<file path="src/rtl/multi_timer_if.sv">
// Register-decoder side bundle for multi_timer: shared write data, per-register
// strobes and read lines, plus the combined interrupt request.
interface multi_timer_if #(
   parameter int CHANNELS = 4
);
   localparam int REGS = 3 * CHANNELS + 2;

   logic [31:0]            data_in;
   logic [REGS-1:0][31:0]  data_out;
   logic [REGS-1:0]        write_en;
   logic [REGS-1:0]        read_en;
   logic                   irq_out;

   modport master (
      output data_in,
      output write_en,
      output read_en,
      input  data_out,
      input  irq_out
   );

   modport slave (
      input  data_in,
      input  write_en,
      input  read_en,
      output data_out,
      output irq_out
   );
endinterface

</file>
<file path="src/rtl/multi_timer.sv">
// Multi-channel up/down timer with reload/compare, one-shot and sticky W1C pending flags.
// Optional tick prescaler is built only when MULTI_TIMER_PRESCALE_EN is defined.
module multi_timer #(
   parameter int CHANNELS = 4,
   parameter int WIDTH    = 32
) (
   input  logic          clk,
   input  logic          reset,
   multi_timer_if.slave  bus
);
   localparam int REGS       = 3 * CHANNELS + 2;
   localparam int STATUS_IDX = 3 * CHANNELS;
   localparam int PRESC_IDX  = 3 * CHANNELS + 1;
   localparam logic [WIDTH-1:0] ONE = WIDTH'(1);

   logic                tick;
   logic [CHANNELS-1:0] pend_vec;
   logic [CHANNELS-1:0] ire_vec;
   logic                irq_q, irq_d;
   logic                unused_bits;

   // read_en carries no side effects; only the low data bits matter per register.
   assign unused_bits = ^{bus.read_en, bus.data_in};

`ifdef MULTI_TIMER_PRESCALE_EN
   logic [15:0] presc_q, presc_d;
   logic [15:0] pcnt_q, pcnt_d;
   logic        we_presc;

   assign we_presc = bus.write_en[PRESC_IDX];

   always_comb begin
      presc_d = we_presc ? bus.data_in[15:0] : presc_q;
      tick    = (pcnt_q == presc_q);
      if (we_presc || tick) begin
         pcnt_d = 16'd0;
      end else begin
         pcnt_d = pcnt_q + 16'd1;
      end
   end

   always_ff @(posedge clk) begin
      if (reset) begin
         presc_q <= 16'd0;
         pcnt_q  <= 16'd0;
      end else begin
         presc_q <= presc_d;
         pcnt_q  <= pcnt_d;
      end
   end

   assign bus.data_out[PRESC_IDX] = 32'(presc_q);
`else
   assign tick                    = 1'b1;
   assign bus.data_out[PRESC_IDX] = 32'd0;
`endif

   for (genvar n = 0; n < CHANNELS; n++) begin : g_ch
      logic [WIDTH-1:0] count_q, count_d;
      logic [WIDTH-1:0] reload_q, reload_d;
      logic [WIDTH-1:0] adv_val;
      logic [4:0]       cfg_q, cfg_d;
      logic             pend_q, pend_d;
      logic             we_cnt, we_rld, we_cfg, clr;
      logic             term, adv, evt;

      assign we_cnt = bus.write_en[3*n];
      assign we_rld = bus.write_en[3*n+1];
      assign we_cfg = bus.write_en[3*n+2];
      assign clr    = bus.write_en[STATUS_IDX] & bus.data_in[n];

      // cfg_q bits: 0 EN, 1 DIR(up), 2 MODE(periodic), 3 IRE, 4 ONESHOT
      always_comb begin
         term = cfg_q[1] ? (count_q == reload_q) : (count_q == '0);
         adv  = cfg_q[0] & tick;
         evt  = adv & term & ~we_cnt;

         if (term && cfg_q[2]) begin
            adv_val = cfg_q[1] ? '0 : reload_q;
         end else begin
            adv_val = cfg_q[1] ? (count_q + ONE) : (count_q - ONE);
         end

         if (we_cnt) begin
            count_d = bus.data_in[WIDTH-1:0];
         end else if (adv) begin
            count_d = adv_val;
         end else begin
            count_d = count_q;
         end

         reload_d = we_rld ? bus.data_in[WIDTH-1:0] : reload_q;

         // A software CONFIG write overrides the one-shot auto-disable.
         cfg_d = cfg_q;
         if (evt && cfg_q[4]) begin
            cfg_d[0] = 1'b0;
         end
         if (we_cfg) begin
            cfg_d = bus.data_in[4:0];
         end

         if (evt) begin
            pend_d = 1'b1;
         end else if (clr) begin
            pend_d = 1'b0;
         end else begin
            pend_d = pend_q;
         end
      end

      always_ff @(posedge clk) begin
         if (reset) begin
            count_q  <= '0;
            reload_q <= '0;
            cfg_q    <= 5'd0;
            pend_q   <= 1'b0;
         end else begin
            count_q  <= count_d;
            reload_q <= reload_d;
            cfg_q    <= cfg_d;
            pend_q   <= pend_d;
         end
      end

      assign pend_vec[n] = pend_q;
      assign ire_vec[n]  = cfg_q[3];

      assign bus.data_out[3*n]   = 32'(count_q);
      assign bus.data_out[3*n+1] = 32'(reload_q);
      assign bus.data_out[3*n+2] = 32'(cfg_q);
   end

   assign bus.data_out[STATUS_IDX] = 32'(pend_vec);

   assign irq_d = |(pend_vec & ire_vec);

   always_ff @(posedge clk) begin
      if (reset) begin
         irq_q <= 1'b0;
      end else begin
         irq_q <= irq_d;
      end
   end

   assign bus.irq_out = irq_q;

   if (REGS != 3 * CHANNELS + 2) begin : g_bad_regs
      $error("multi_timer: REGS must equal 3*CHANNELS+2");
   end
endmodule
</file>
<file path="src/flat_wrapper.sv">
// flat-port wrapper written by rule: the top's interface ports become plain ports
module multi_timer_flat 
#(
   parameter int CHANNELS = 4,
   parameter int WIDTH    = 32
)
  (clk, reset, bus_data_in, bus_write_en, bus_read_en, bus_data_out, bus_irq_out);
  multi_timer_if #(.CHANNELS(CHANNELS)) bus_i ();
  input  logic clk;
  input  logic reset;
  input wire logic [$bits(bus_i.data_in)-1:0] bus_data_in;
  input wire logic [$bits(bus_i.write_en)-1:0] bus_write_en;
  input wire logic [$bits(bus_i.read_en)-1:0] bus_read_en;
  output wire logic [$bits(bus_i.data_out)-1:0] bus_data_out;
  output wire logic [$bits(bus_i.irq_out)-1:0] bus_irq_out;
  assign bus_i.data_in = bus_data_in;
  assign bus_i.write_en = bus_write_en;
  assign bus_i.read_en = bus_read_en;
  assign bus_data_out = bus_i.data_out;
  assign bus_irq_out = bus_i.irq_out;
  multi_timer #(.CHANNELS(CHANNELS), .WIDTH(WIDTH)) u_core (.clk(clk), .reset(reset), .bus(bus_i));
endmodule
</file>
<file path="config.mk">
export PLATFORM = sky130hd
export DESIGN_NAME = multi_timer_flat
export DESIGN_NICKNAME = d
export VERILOG_FILES = /design/src/rtl/multi_timer_if.sv /design/src/rtl/multi_timer.sv /design/src/flat_wrapper.sv
export SDC_FILE = /design/constraint.sdc
export NUM_CORES = 1
export LEC_CHECK = 0
export BUFFER_PORTS_ARGS = -buffer_cell sky130_fd_sc_hd__buf_2
export CORE_MARGIN = 1.5
export CORE_UTILIZATION = 30
export CTS_CLUSTER_DIAMETER = 200
export DETAILED_ROUTE_END_ITERATION = 6
export PLACE_DENSITY = 0.56
export SLEW_MARGIN = 40
export SYNTH_ARGS = -nofsm -noshare
export SYNTH_HDL_FRONTEND = slang
export SYNTH_SLANG_ARGS = --single-unit
</file>
<file path="constraint.sdc">
create_clock -name clk -period 3.96 [get_ports clk]
set_clock_uncertainty 0.1 [all_clocks]
set_input_delay 0.198 -clock clk [delete_from_list [all_inputs] [get_ports clk]]
set_output_delay 0.198 -clock clk [all_outputs]
set_load 0.01 [all_outputs]
</file>
==> reports/metrics.cfg <==
[cells_and_area]
nets = 3216
fillers = 7778
finish.utilization_pct = 34.88
final_common_cell = nor2_1
final_cell_mix = 367 x nor2_1, 321 x buf_2, 277 x dfxtp_1
drive_gt1_share_pct = 16.61
area_growth_pct = 15.45

[hold_path]
min_delay_path_depth = 3
worstHoldEndpoint = u_core.g_ch[3].reload_q[29]$_SDFFE_PP0P_
hp-start = bus_data_in[29]
hp-class = input port to flip-flop

[sta]
finalSetupViolations = 0
slew_viol_final = 0
finalSetupTns_ns = 0
min_period_ns = 3.603
hold_viol = 0
rsz0062_at_grt = no
hold_slack_ns = 0.01424
timing.final.crit_share_pct = 90.98
tightest_slew_ns = 0.7781
max_slew_margin_pct = 47.94
max_freq_mhz = 277.6

[yosys]
synth_flop_cell = dfxtp_1
postSynth.asyncResetShare_pct = 0
ys_seq_elements = 281
yosys_warnings = 0
synth.avg_cell_area_um2 = 7.891
syn_area_mm2 = 0.02201
syn_inst = 2789
synth_edf_count = 0
seq_area_frac_synth_pct = 25.56
synth_cell_types = 95

[worst_setup_path]
cpPeakStageDelay_ns = 0.48
critPathLaunch = u_core.g_ch[2].count_q[0]$_SDFFE_PP0P_
slowest_stage = fa_1
cp.buffers_inverters = 1
cpLargestDelayFamily = compound AO/OA/AOI/OAI gates
reg2reg_slack_ns = 0.36
critPathRequiredTime_ns = 4.31
arrival_ns = 3.95
cp-start-kind = flip-flop
path_cells = inv_1 > fa_1 > nor2b_1 > o21ai_0 > a21oi_1 > o211ai_1 > o21ai_0 > a211oi_1 > o31ai_1 > xor2_1 > a21oi_1 > a2111oi_0
end_kind = flip-flop
reg2reg_to = u_core.g_ch[2].count_q[28]$_SDFFE_PP0P_
rr_worst_depth = 12
cp_max_fo = 6
timing.rr.start = u_core.g_ch[2].count_q[0]$_SDFFE_PP0P_
path_class = flip-flop to flip-flop

[power]
ir_worst_vdd_mv = 0.2487
powerDensity_mw_per_mm2 = 427.7
power_leakage_nw = 11.92

[floorplanning]
floorplan.initialDensity_pct = 30.22
core_area_mm2 = 0.07283
die_h_um = 273.8
ios = 511
die-area_mm2 = 0.07499
row_count = 99
die_x_um = 273.8

[clocking]
cts_setup_buffers = 0
ctsResizeCount = 0
cts.clk_slew.worst_paths_ns = 0.06
hold_buffers = 11
clk_latency_ns = 0.56
cts_tree = yes
cts_inserted_buffers = 40
cts_buffer_depth = 3
cts_sinks = 281
htreeDepth = 2
cts_root_buffer = clkbuf_16

[detailed_routing]
routedWlPerCell_um = 22.37
top_layer_used = met4
dr.pass1.iters = 5
wl_met3_mm = 6.262
route.detailed.drc = 0
vias = 21300
drtAntennaViolNets = 0
wl_met2_mm = 37.28
via_per_inst = 5.297
wirelength_met1_mm = 41.86
drt_iter0_drc = 1787
detail_route.wirelength_mm = 89.95

[place]
io_buffers = 327
place_congestion = 0.9068
hpwl_mm = 64.68

[global_routing]
grt_pass1_wl_mm = 129.4
grt_antenna_before_repair = 1
overflow = 0
grt_max_degree = 101
grt.total_usage_pct = 23.01
grt_pass1_vias = 19010

[outcome]
status = completed

[run]
drv_cap = 0

cell type report:
cell class | instances | area [um^2] | area share (%)
diodes | 3 | 7.507 | 0.02955
clock buffers | 58 | 1220 | 4.802
clock inverters | 13 | 195.2 | 0.7682
inverters | 62 | 234.0 | 0.9209
multi-input cells | 2251 | 14680 | 57.78
flip-flops and latches | 281 | 5630 | 22.16
well taps | 959 | 1200 | 4.723
repair buffers | 394 | 2240 | 8.815
cell families after synthesis:
kind of cell | count (synthesis) | share of synthesized area, %
other | 1 | 0.01704
multiplexers | 181 | 8.272
buffers and inverters | 424 | 10.60
flip-flops | 281 | 25.56
AO/OA/AOI/OAI | 666 | 20.58
XOR/XNOR | 235 | 9.352
AND/OR/NAND/NOR | 877 | 18.43
adder cells (fa/ha/maj) | 124 | 7.186
worst max path at each step:
| stage | endpoint | slack, ns | depth (start not counted) |
|---|---|---|---|
| 2_1_floorplan | u_core.g_ch[0].count_q[31]$_SDFFE_PP0P_ | 0.07 | 14 |
| 3_3_place_gp | u_core.g_ch[2].count_q[28]$_SDFFE_PP0P_ | 0.44 | 12 |
| 3_5_place_dp | u_core.g_ch[2].count_q[28]$_SDFFE_PP0P_ | 0.44 | 12 |
| 4_1_cts | u_core.g_ch[2].count_q[28]$_SDFFE_PP0P_ | 0.40 | 12 |
| 5_1_grt | u_core.g_ch[2].count_q[28]$_SDFFE_PP0P_ | 0.13 | 12 |
| 6_report | u_core.g_ch[2].count_q[28]$_SDFFE_PP0P_ | 0.36 | 12 |
per-layer routing:
metal,up-vias,GRT usage (%)
met2,879,33.02
met4,0,11.22
met3,153,4.018
li1,10160,-
met5,-,0
met1,10110,32.79
per-stage QoR:
step | power, mW | setup slack, ns | instance area [um^2] | std cells
6_report | 10.87 | 0.3570 | 25410 | 4021
5_1_grt | 11.43 | 0.1303 | 25400 | 4018
4_1_cts | 10.91 | 0.3970 | 25400 | 4018
3_5_place_dp | 6.937 | 0.4353 | 23870 | 3936
3_3_place_gp | 6.944 | 0.4370 | 23860 | 3936
2_1_floorplan | 5.986 | 0.06690 | 22640 | 2956
cells in the mapped netlist, types with 6 or more instances:
library cell	n	area, um^2
nor4_1	56	350.3
nor2b_1	45	281.5
or4_1	6	45.04
o21ai_0	78	390.4
o32ai_1	9	78.83
a21oi_1	212	1061
a21o_1	47	352.8
xor2_1	123	1077
dfxtp_1	281	5625
a221o_1	6	60.06
a211o_1	14	122.6
a22oi_1	9	67.56
o31a_1	6	52.55
nor2_1	367	1378
nand3_1	41	205.2
a31oi_1	24	150.1
o21bai_1	17	127.6
nor3_1	23	115.1
buf_4	175	1314
a221oi_1	11	96.34
buf_1	20	75.07
mux2i_1	174	1742
o31ai_1	8	60.06
or2_2	8	50.05
xnor2_1	112	980.9
inv_1	58	217.7
o21a_1	17	127.6
nand2b_1	13	81.33
clkbuf_1	154	578.1
mux2_2	7	78.83
ha_1	120	1501
a311oi_1	29	254.0
a211oi_1	57	427.9
o211ai_1	15	112.6
nand2_1	195	732.0
or3_1	9	56.30
o22ai_1	23	143.9
nor3b_1	15	112.6
and3_1	19	118.9
nand4_1	63	394.1
a311o_1	10	100.1
flip-flops by register name, indices dropped and copies added (netlist names):
signal / cells
u_core.g_ch.cfg_q: 20
u_core.g_ch.reload_q: 128
u_core.g_ch.count_q: 128
u_core.g_ch.pend_q: 4
u_core.bus.irq_out: 1
power by group:
part           internal (mW)  leakage (nW)  switching, mW
registers               3.02          2.32          0.337
clock network           2.45         0.698           1.48
logic                   1.46          8.90           2.11
worst register-to-register path, stage by stage, from the launching register on:
cell	delay, ns
dfxtp_1	0.46
inv_1	0.12
fa_1	0.48
nor2b_1	0.13
o21ai_0	0.11
a21oi_1	0.28
o211ai_1	0.24
o21ai_0	0.34
a211oi_1	0.20
o31ai_1	0.48
xor2_1	0.21
a21oi_1	0.08
a2111oi_0	0.27
No activity file was read; power rests on OpenSTA's default activity.
